`src/rtl/i2s_rx_pkg.sv`:
```
// Shared audio sample definitions, common to the I2S receive and transmit blocks.
// Holds the default slot/sample widths, the stereo sample record carried on the
// stream interface, and the receiver's frame-tracking state codes.
package i2s_rx_pkg;

    localparam int DEF_SLOT_BITS   = 32;
    localparam int DEF_SAMPLE_BITS = 24;

    // One stereo sample pair, left channel in the upper half.
    typedef struct packed {
        logic signed [DEF_SAMPLE_BITS-1:0] lc;
        logic signed [DEF_SAMPLE_BITS-1:0] rc;
    } sample_t;

    // Frame-tracking states, kept as plain constants for older tools.
    localparam logic [1:0] ST_SYNC  = 2'd0;
    localparam logic [1:0] ST_LEFT  = 2'd1;
    localparam logic [1:0] ST_RIGHT = 2'd2;

    // Where a word start leads from a given state: a falling lrck always opens
    // a left word, a rising lrck only advances a left word into its right word.
    function automatic logic [1:0] word_start_state(input logic [1:0] cur,
                                                    input logic       lr);
        logic [1:0] nxt;
        if (!lr) begin
            nxt = ST_LEFT;
        end else if (cur == ST_LEFT) begin
            nxt = ST_RIGHT;
        end else begin
            nxt = ST_SYNC;
        end
        return nxt;
    endfunction

endpackage

```
`src/rtl/axis_if.sv`:
```
// Minimal valid/ready stream carrying one stereo sample pair per beat.
interface axis_if;
    import i2s_rx_pkg::*;

    logic    vld;
    logic    rdy;
    sample_t data;

    modport master (output vld, output data, input rdy);
    modport slave  (input vld, input data, output rdy);

endinterface

```
`src/rtl/sync_2ff.sv`:
```
// Two-flop synchronizer bringing one asynchronous bit into the clk domain.
module sync_2ff (
    input  logic clk,
    input  logic rst,
    input  logic d,
    output logic q
);

    logic meta;

    // Shift the async input through two flops to let metastability settle.
    always_ff @(posedge clk or posedge rst) begin
        if (rst) begin
            meta <= 1'b0;
            q    <= 1'b0;
        end else begin
            meta <= d;
            q    <= meta;
        end
    end

endmodule

```
`src/rtl/i2s_rx.sv`:
```
// I2S receiver: oversamples the codec's sclk/lrck/sdi with the system clock,
// recovers left/right words MSB-first after the one-bit I2S delay, and hands
// complete stereo pairs out on a valid/ready stream. A left word must be fully
// captured before its right word can produce an output beat; short words
// raise frame_err and force a resync, and an unconsumed beat that gets
// replaced raises overrun.
module i2s_rx
    import i2s_rx_pkg::*;
#(
    parameter int SLOT_BITS   = DEF_SLOT_BITS,
    parameter int SAMPLE_BITS = DEF_SAMPLE_BITS
) (
    input  logic   clk,
    input  logic   rst,
    axis_if.master axis_rx,
    input  logic   sclk,
    input  logic   lrck,
    input  logic   sdi,
    output logic   overrun,
    output logic   frame_err
);

    // The bit counter is sized for a whole slot but saturates at SAMPLE_BITS.
    localparam int               CNT_W    = $clog2(SLOT_BITS + 1);
    localparam logic [CNT_W-1:0] CNT_FULL = CNT_W'(SAMPLE_BITS);
    localparam logic [CNT_W-1:0] CNT_LAST = CNT_W'(SAMPLE_BITS - 1);

    logic                   sclk_s;
    logic                   lrck_s;
    logic                   sdi_s;
    logic                   sclk_d;
    logic                   lrck_prev;
    logic                   tick;
    logic                   word_start;
    logic                   word_short;
    logic                   word_done;
    logic                   frame_load;
    logic [1:0]             state;
    logic [1:0]             state_next;
    logic                   err_next;
    logic [CNT_W-1:0]       bit_cnt;
    logic [SAMPLE_BITS-1:0] shift;
    logic [SAMPLE_BITS-1:0] lc_hold;
    logic                   lc_valid;

    sync_2ff u_sync_sclk (.clk(clk), .rst(rst), .d(sclk), .q(sclk_s));
    sync_2ff u_sync_lrck (.clk(clk), .rst(rst), .d(lrck), .q(lrck_s));
    sync_2ff u_sync_sdi  (.clk(clk), .rst(rst), .d(sdi),  .q(sdi_s));

    // All three inputs share the same synchronizer depth, so sdi_s and lrck_s
    // are already aligned with the sclk rising edge seen on sclk_s.
    assign tick       = sclk_s & ~sclk_d;
    assign word_start = tick & (lrck_s != lrck_prev);
    assign word_short = (bit_cnt < CNT_FULL);
    assign frame_load = word_done & (state == ST_RIGHT) & lc_valid;

    // Remember the previous sclk level and the lrck level at the last tick.
    always_ff @(posedge clk or posedge rst) begin
        if (rst) begin
            sclk_d    <= 1'b0;
            lrck_prev <= 1'b0;
        end else begin
            sclk_d <= sclk_s;
            if (tick) begin
                lrck_prev <= lrck_s;
            end
        end
    end

    // Drop the delay bit at a word start, then shift sample bits in MSB-first
    // until the counter saturates; trailing slot bits are ignored.
    always_ff @(posedge clk or posedge rst) begin
        if (rst) begin
            bit_cnt   <= '0;
            shift     <= '0;
            word_done <= 1'b0;
        end else begin
            word_done <= tick & ~word_start & (bit_cnt == CNT_LAST);
            if (word_start) begin
                bit_cnt <= '0;
            end else if (tick && word_short) begin
                shift   <= {shift[SAMPLE_BITS-2:0], sdi_s};
                bit_cnt <= bit_cnt + CNT_W'(1);
            end
        end
    end

    // A short word ends in SYNC first, then the same word start is re-applied
    // so a falling lrck can still open a fresh left word on that very tick.
    always_comb begin
        state_next = state;
        err_next   = 1'b0;
        if (word_start) begin
            if ((state != ST_SYNC) && word_short) begin
                err_next   = 1'b1;
                state_next = word_start_state(ST_SYNC, lrck_s);
            end else begin
                state_next = word_start_state(state, lrck_s);
            end
        end
    end

    // Advance frame tracking and emit the one-clk frame error pulse.
    always_ff @(posedge clk or posedge rst) begin
        if (rst) begin
            state     <= ST_SYNC;
            frame_err <= 1'b0;
        end else begin
            state     <= state_next;
            frame_err <= err_next;
        end
    end

    // Park a complete left word until its right partner arrives; the left
    // word stays usable only across a clean LEFT-to-RIGHT word start.
    always_ff @(posedge clk or posedge rst) begin
        if (rst) begin
            lc_hold  <= '0;
            lc_valid <= 1'b0;
        end else if (word_start) begin
            if (err_next || (state_next != ST_RIGHT)) begin
                lc_valid <= 1'b0;
            end
        end else if (word_done && (state == ST_LEFT)) begin
            lc_hold  <= shift;
            lc_valid <= 1'b1;
        end else if (frame_load) begin
            lc_valid <= 1'b0;
        end
    end

    // Present each stereo pair until accepted; a new pair replacing one that
    // is not being accepted this clk is flagged as an overrun.
    always_ff @(posedge clk or posedge rst) begin
        if (rst) begin
            axis_rx.vld  <= 1'b0;
            axis_rx.data <= '0;
            overrun      <= 1'b0;
        end else begin
            overrun <= 1'b0;
            if (frame_load) begin
                axis_rx.data.lc <= lc_hold;
                axis_rx.data.rc <= shift;
                axis_rx.vld     <= 1'b1;
                overrun         <= axis_rx.vld & ~axis_rx.rdy;
            end else if (axis_rx.vld && axis_rx.rdy) begin
                axis_rx.vld <= 1'b0;
            end
        end
    end

endmodule

```
`src/flat_wrapper.sv`:
```
// flat-port wrapper written by rule: the top's interface ports become plain ports
module i2s_rx_flat import i2s_rx_pkg::*;
#(
    parameter int SLOT_BITS   = DEF_SLOT_BITS,
    parameter int SAMPLE_BITS = DEF_SAMPLE_BITS
)
  (clk, rst, sclk, lrck, sdi, overrun, frame_err, axis_rx_vld, axis_rx_data, axis_rx_rdy);
  axis_if axis_rx_i ();
  input  logic clk;
  input  logic rst;
  input  logic sclk;
  input  logic lrck;
  input  logic sdi;
  output logic overrun;
  output logic frame_err;
  output wire logic [$bits(axis_rx_i.vld)-1:0] axis_rx_vld;
  output wire logic [$bits(axis_rx_i.data)-1:0] axis_rx_data;
  input wire logic [$bits(axis_rx_i.rdy)-1:0] axis_rx_rdy;
  assign axis_rx_vld = axis_rx_i.vld;
  assign axis_rx_data = axis_rx_i.data;
  assign axis_rx_i.rdy = axis_rx_rdy;
  i2s_rx #(.SLOT_BITS(SLOT_BITS), .SAMPLE_BITS(SAMPLE_BITS)) u_core (.clk(clk), .rst(rst), .axis_rx(axis_rx_i), .sclk(sclk), .lrck(lrck), .sdi(sdi), .overrun(overrun), .frame_err(frame_err));
endmodule
```
`config.mk`:
```
export PLATFORM = sky130hd
export DESIGN_NAME = i2s_rx_flat
export DESIGN_NICKNAME = d
export VERILOG_FILES = /design/src/rtl/i2s_rx_pkg.sv /design/src/rtl/axis_if.sv /design/src/rtl/sync_2ff.sv /design/src/rtl/i2s_rx.sv /design/src/flat_wrapper.sv
export SDC_FILE = /design/constraint.sdc
export NUM_CORES = 1
export LEC_CHECK = 0
export ABC_CLOCK_PERIOD_IN_PS = 4500
export CAP_MARGIN = 10
export CORE_MARGIN = 1.5
export CORE_UTILIZATION = 54
export CTS_CLUSTER_SIZE = 8
export DETAILED_ROUTE_END_ITERATION = 10
export PLACE_DENSITY = 0.78
export SLEW_MARGIN = 20
export SYNTH_ARGS = -nofsm -noshare
export SYNTH_HDL_FRONTEND = slang
export SYNTH_HIERARCHICAL = 1
export SYNTH_SLANG_ARGS = --single-unit
export TNS_END_PERCENT = 10
```
`constraint.sdc`:
```
create_clock -name clk -period 4.5 [get_ports clk]
set_clock_uncertainty 0.2 [all_clocks]
set_input_delay 0.9 -clock clk [delete_from_list [all_inputs] [get_ports clk]]
set_output_delay 0.9 -clock clk [all_outputs]
set_load 0.1 [all_outputs]
```
Yosys cells after proc, flatten, opt, wreduce, memory -nomap -nowiden
Cells that the tools add are included.
{"block": "word_totals", "output_inout_bits": 51, "regBits": 117, "word_cells": 65}
{"block": "op_classes", "muxes": 16, "add_sub_neg": 1, "eq_ne": 6, "n_bitwise": 10, "n_reduce_logical": 12, "n_lt_le_gt_ge": 1}
{"operator": "two-way mux 6 bit", "count": 2}
{"operator": "two-way mux 1 bit", "count": 10}
{"operator": "two-way mux 2 bit", "count": 4}
{"operator": "bitwise AND 1 bit", "count": 7}
{"operator": "adder 6 x 1 -> 6 bit, second input constant", "count": 1}
{"operator": "== test 6 x 5 -> 1 bit, second input constant", "count": 1}
{"operator": "< comparator 6 x 5 -> 1 bit, second input constant", "count": 1}
{"operator": "AND reduction 2 bit", "count": 3}
{"operator": "nonzero test 2 bit", "count": 3}
{"operator": "logical AND 1 bit", "count": 4}
{"operator": "!= test 2 bit, second input constant", "count": 2}
{"operator": "NOT 1 bit", "count": 3}
{"operator": "nonzero test 3 bit", "count": 1}
{"operator": "== test 2 x 1 -> 1 bit, second input constant", "count": 1}
{"operator": "== test 2 bit, second input constant", "count": 1}
{"operator": "logical OR 1 bit", "count": 1}
{"operator": "!= test 1 bit", "count": 1}

Logic depth before layout (Yosys ltp)
Gate-level depths: netlist (run 1).
{"block": "logic_depth", "depth_word": 9, "depth_mapped": 5, "mapped_depth_nobuf": 4}

By module
Netlist (run 1), hierarchy kept.
{"module": "i2s_rx", "instances": 1, "cells_per_inst": 266, "area_each_um2": 4266.6, "seq_area_each_um2": 2777.7}
{"module": "sync_2ff", "instances": 3, "cells_per_inst": 3, "area_each_um2": 53.8, "seq_area_each_um2": 50.0}

Worst setup path after synthesis (run 1)
OpenSTA, ideal clock, no wires.
{"block": "synth_path", "path_type": "register to output", "start": "reg u_core.axis_rx.vld", "end": "out axis_rx_vld", "n_path_buf": 0, "slack_ns": 2.502, "stages_incl_launch_ff": 1, "arrival_time_ns": 0.898, "required_time_ns": 3.400, "cell_sequence": "dfrtp_1"}
{"item": "from (decl)", "line_no": "axis_if.sv:9", "text": "modport master (output vld, output data, input rdy);"}
{"item": "from (signal assigned)", "line_no": "i2s_rx.sv:136", "text": "axis_rx.vld <= 1'b0;"}
{"item": "from (signal assigned)", "line_no": "i2s_rx.sv:144", "text": "axis_rx.vld <= 1'b1;"}
{"item": "from (signal assigned)", "line_no": "i2s_rx.sv:147", "text": "axis_rx.vld <= 1'b0;"}
{"item": "to (decl)", "line_no": "flat_wrapper.sv:16", "text": "output wire logic [$bits(axis_rx_i.vld)-1:0] axis_rx_vld;"}
No word-level cell between the ends.

Worst setup path in the final report (run 1)
{"block": "layout_path", "start": "reg u_core/axis_rx.data[17] (netlist name)", "end": "out axis_rx_data[17]"}
{"item": "to (decl)", "line_no": "flat_wrapper.sv:17", "text": "output wire logic [$bits(axis_rx_i.data)-1:0] axis_rx_data;"}
No word-level cell between the ends.

==> reports/results.tsv, run 1 <==
metric	value	unit
postCtsSetupBuffers	0	
numCtsBuffers	17	
syn_area	4430	um^2
ys_seq_area_frac	0.661	
yosysUniqueCellTypes	36	
die_w	93.6	um
via_count	2438	
postRouteAntennaNets	0	
hold_viol	0	
critical_path.max_stage_delay	1.15	ns
synthTopCellsByArea	dfrtp_1 (66%), mux2_2 (19%), mux2_1 (5.1%), buf_6 (1.0%), inv_1 (0.59%)	
grt_use_total	0.195	
power	2.61	mW
synth_top_area_cell	dfrtp_1	
critPathMaxFanout	2	
fin_cells	459	
cts_num_sinks	117	
drive_gt1_frac	0.325	
hold_class	register to register	
synthFlopType	dfrtp_1	
dp.cells	428	
setup_viol	0	
cts-hold-fix-buffers	0	
start_util	0.564	
diodes	0	
crit_path_end_kind	output port	
grt_pass1_vias	2578	
htree_levels	4	
synth_nets	282	
drv_slew	0	
syn_avg_cell_area	16.1	um^2
cp_top_family	buffers and inverters	
io_buffers	56	
crit_path_start_kind	register	
cellPowerDensity	461	nW/um^2
fillers	538	
cellLeakagePower	2.81	nW
root_buffer	clkbuf_8	
firstDrtPassIters	4	
final_common_cell	dfrtp_1	
num_io_pins	57	
critical_path_class	register to output port	
grt_first_pass_wirelength	12.8	mm
antenna_found_initial	0	
clockBufferDepth	2	
max_freq	0.321	GHz
detailed_place_hpwl	4.63	mm
rsz0062_at_grt	false	
cp_cell_sequence	clkdlybuf4s50_1	
cts_resized	0	
area_growth	28.2	%
wl_per_cell	16.1	um
synthCells	275	
coreArea	7850	um^2
yosys_warnings	6	
cts_tree	yes	
num-nets-final	352	
crit_buf_inv	1	
final_cell_mix	dfrtp_1 (117), mux2_2 (76), clkdlybuf4s50_1 (56), mux2_1 (20), clkbuf_16 (16)	
synth-edff-count	0	
dieArea	8750	um^2
maxCapViolations	0	
insertion_delay	0.49	ns
synth_top_cell_area_share	0.661	
drc	0	
grt_max_degree	88	
ys_ff_latch	117	
critPathArrivalTime	2.01	ns
rows	32	
drt-total-wl	7.39	mm
grt_overflow	0	
die_h	93.6	um
avgViaCountPerCell	5.31	
required	3.40	ns
status	completed	
path_clk_slew	0.06	ns
drt_iter0_markers	99	
setup_tns	0	ns
synthArstFlopShare	1.00	
post-route-period-util	0.691	
gp_congestion	0.771	
relSlewSlack	0.349	
min_period	3.11	ns
tightest_slew	0.974	ns
peakVddDrop	0.000323	V
slowest_stage	clkdlybuf4s50_1	
[sequential cells by signal (all words and copies together), names as in the netlist, 2 cells and up]
register	flops
u_core/axis_rx.data	48
u_core/bit_cnt	6
u_core/lc_hold	24
u_core/shift	24
u_core/state	2
[area by class of cell]
cell class	count	area [um^2]	area share
inverters	7	31.3	0.00551
flip-flops and latches	117	2930	0.516
clock buffers	17	414	0.0730
well taps	102	128	0.0225
clock inverters	14	178	0.0313
multi-input cells	141	1400	0.247
repair buffers	61	598	0.105
[metal layers]
layer | global-route usage | vias up | share of wire
met1 | 0.253 | 1256 | 0.45
met4 | 0.0672 | 0 | 0.012
met3 | 0.0667 | 9 | 0.037
met2 | 0.307 | 58 | 0.51
met5 | 0 | - | 0
li1 | - | 1115 | -
[cell families after synthesis]
family                   after synthesis  synth area share
flip-flops                           117             0.661
AND/OR/NAND/NOR                       27            0.0365
multiplexers                          97             0.246
adder cells (fa/ha/maj)                1           0.00283
XOR/XNOR                               2           0.00565
buffers and inverters                 17            0.0226
AO/OA/AOI/OAI                         14            0.0249
[path summary, 6_finish.rpt]
path                                         start  slack [ns]                       to  depth (start not counted)
hold reg to reg             u_core/u_sync_sdi/meta        0.15      u_core/u_sync_sdi/q                          0
hold / removal              u_core/u_sync_sdi/meta        0.15      u_core/u_sync_sdi/q                          0
min in group asynchronous                      rst        0.53  u_core/u_sync_sclk/meta                          2
setup reg to reg              u_core/u_sync_sclk/q        2.06         u_core/shift[14]                          3
max in group asynchronous                      rst        2.56  u_core/axis_rx.data[16]                          3
setup / recovery           u_core/axis_rx.data[17]        1.39         axis_rx_data[17]                          1
[synth_stat cells, types with 3 or more instances]
cell type  number
nand2_1         5
dfrtp_1       117
inv_1           7
mux2_1         20
nand2b_1        3
buf_6           4
buf_2           5
nand3_1         3
mux2_2         76
[where the power goes]
part	internal, mW	switching [mW]	total, mW	leakage [nW]
sequential	1.11	0.0611	1.17	1.60
combinational	0.0611	0.0630	0.124	0.934
clock	0.845	0.473	1.32	0.277
total	2.02	0.597	2.61	2.81
[through the flow]
stage	worst slack (ns)	area, um^2	util	hold slack (ns)
2_1_floorplan	0.469	4430	-	0.131
3_3_place_gp	1.84	5080	0.648	0.133
3_5_place_dp	1.82	5080	0.648	0.136
4_1_cts	1.36	5670	0.723	0.154
5_1_grt	1.34	5680	0.723	0.168
6_report	1.39	5680	0.723	0.148
Power figures use the tool's default switching activity.
==> run 2, diff against run 1 <==
Settings changed: ABC_CLOCK_PERIOD_IN_PS 4500 to 2800, CORE_UTILIZATION 54 to 49, PLACE_DENSITY 0.78 to 0.75.
Clock period 4.5 ns to 2.8 ns, I/O delays scaled along.
==> run 2 against run 1 <==
Compared with the run above: global-route usage decreased by 2.6 points; non-clock buffer count increased by 3; die area grew 9.9%; core utilization down 7.9 points; largest cell class unchanged.
==> reports/results.tsv, run 2 (same netlist as run 1, synthesis figures left out) <==
metric	value	unit	change
setup_viol	0		unchanged
gp_congestion	0.768		was 0.771
maxCapViolations	0		unchanged
largest-register	u_core/axis_rx.data		unchanged
min_period	2.30	ns	
clockBufferDepth	2		unchanged
largest_reg_flops	48		unchanged
num-nets-final	355		was 352
grt_use_total	0.169		was 0.195
dieArea	9620	um^2	was 8750 um^2
drive_gt1_frac	0.474		was 0.325
required	2.98	ns	was 3.40 ns
crit_path_start_kind	register		unchanged
critPathArrivalTime	2.48	ns	was 2.01 ns
postRouteAntennaNets	0		unchanged
post-route-period-util	0.822		
grt_overflow	0		unchanged
slowest_stage	a211oi_4		was clkdlybuf4s50_1
drt-total-wl	7.31	mm	was 7.39 mm
avgViaCountPerCell	5.18		was 5.31
diodes	0		unchanged
die_w	98.1	um	was 93.6 um
fillers	628		was 538
worst_slack	0.498	ns	was 1.39 ns
postCtsSetupBuffers	0		unchanged
met3_length	304	um	was 272 um
seq_area	2930	um^2	unchanged
cellPowerDensity	750	nW/um^2	was 461 nW/um^2
final_cell_mix	dfrtp_1 (117), mux2_2 (76), buf_4 (56), mux2_1 (20), clkbuf_16 (16)		was dfrtp_1 (117), mux2_2 (76), clkdlybuf4s50_1 (56), mux2_1 (20), clkbuf_16 (16)
antenna_found_initial	0		unchanged
cp_cell_sequence	xor2_2 -> a211oi_4 -> buf_4 -> mux2_1		was clkdlybuf4s50_1
final_common_cell	dfrtp_1		unchanged
cts_num_sinks	117		unchanged
critPathMaxFanout	13		was 2
crit_path_end_kind	register		was output port
numCtsBuffers	17		unchanged
firstDrtPassIters	4		unchanged
hold_viol	0		unchanged
reg_top3	u_core/axis_rx.data (48), u_core/lc_hold (24), u_core/shift (24)		unchanged
critical_path_class	register to register		was register to output port
cts_tree	yes		unchanged
tightest_slew	0.718	ns	was 0.974 ns
highest_layer	met4		unchanged
die_h	98.1	um	was 93.6 um
num_io_pins	57		unchanged
wl_met1	3.31	mm	was 3.29 mm
peakVddDrop	0.000524	V	was 0.000323 V
drc	0		unchanged
area_growth	26.9	%	was 28.2%
root_buffer	clkbuf_8		unchanged
cts_resized	0		unchanged
drt_iter0_markers	55		was 99
insertion_delay	0.50	ns	was 0.49 ns
pre_cts_ws	0.513	ns	was 1.82 ns
rsz0062_at_grt	false		unchanged
coreArea	8720	um^2	was 7850 um^2
start_util	0.508		was 0.564
grt_first_pass_wirelength	12.6	mm	was 12.8 mm
cts-hold-fix-buffers	0		unchanged
wl_per_cell	15.6	um	was 16.1 um
relSlewSlack	0.520		was 0.349
io_buffers	56		unchanged
wl_met2	3.62	mm	was 3.74 mm
multi_input_area	1400	um^2	unchanged
via_count	2428		was 2438
cellLeakagePower	2.94	nW	was 2.81 nW
post-route-util	0.644		was 0.723
path_clk_slew	0.06	ns	about the same
grt_pass1_vias	2599		was 2578
power	4.22	mW	was 2.61 mW
htree_levels	4		unchanged
detailed_place_hpwl	4.70	mm	was 4.63 mm
status	completed		unchanged
rows	34		was 32
hold_class	input pin to async pin		was register to register
setup_tns	0	ns	unchanged
drv_slew	0		unchanged
grt_max_degree	49		was 88
critical_path.max_stage_delay	0.66	ns	was 1.15 ns
max_freq	0.434	GHz	
==> run 2: area by class of cell <==
type / count / area share
timing repair buffer: 64 / 0.0944
sequential: 117 / 0.521
clock buffer: 17 / 0.0737
inverter: 7 / 0.00534
clock inverter: 15 / 0.0325
multi-input combinational: 141 / 0.249
tap: 108 / 0.0240
==> run 2: metal layers <==
| layer | vias up | GRT usage |
|---|---|---|
| met5 | - | 0 |
| met4 | 0 | 0.0802 |
| met3 | 7 | 0.0523 |
| met2 | 58 | 0.265 |
| met1 | 1242 | 0.217 |
| li1 | 1121 | - |
==> run 2: worst paths after layout <==
check                                         from              endpoint  slack (ns)  depth (start not counted)
setup reg to reg                  u_core/lrck_prev    u_core/lc_hold[14]        0.50                          4
hold reg to reg            u_core/u_sync_sclk/meta  u_core/u_sync_sclk/q        0.15                          0
max in group asynchronous                      rst      u_core/shift[16]        1.49                          3
min in group clk           u_core/u_sync_sclk/meta  u_core/u_sync_sclk/q        0.15                          0
setup / recovery                  u_core/lrck_prev    u_core/lc_hold[14]        0.50                          4
hold / removal                                 rst   u_core/u_sync_sdi/q        0.13                          2
==> run 2: power by group <==
group	internal [mW]	switching [mW]
clock network	1.36	0.766
registers	1.79	0.0974
logic	0.106	0.105
==> run 2: worst max-delay path: cells and delay by family (launching register included) <==
kind            cells  cell delay (ns)
compound gates      1             0.66
flops               1             0.45
mux                 1             0.35
buf+inv             1             0.29
xor+xnor            1             0.23
==> run 2: stage by stage <==
stage          hold WS, ns  cells  area [um^2]
2_1_floorplan        0.101    275         4430
3_3_place_gp         0.135    437         5020
3_5_place_dp         0.139    437         5020
4_1_cts              0.108    469         5620
5_1_grt              0.130    469         5620
6_report             0.127    469         5620
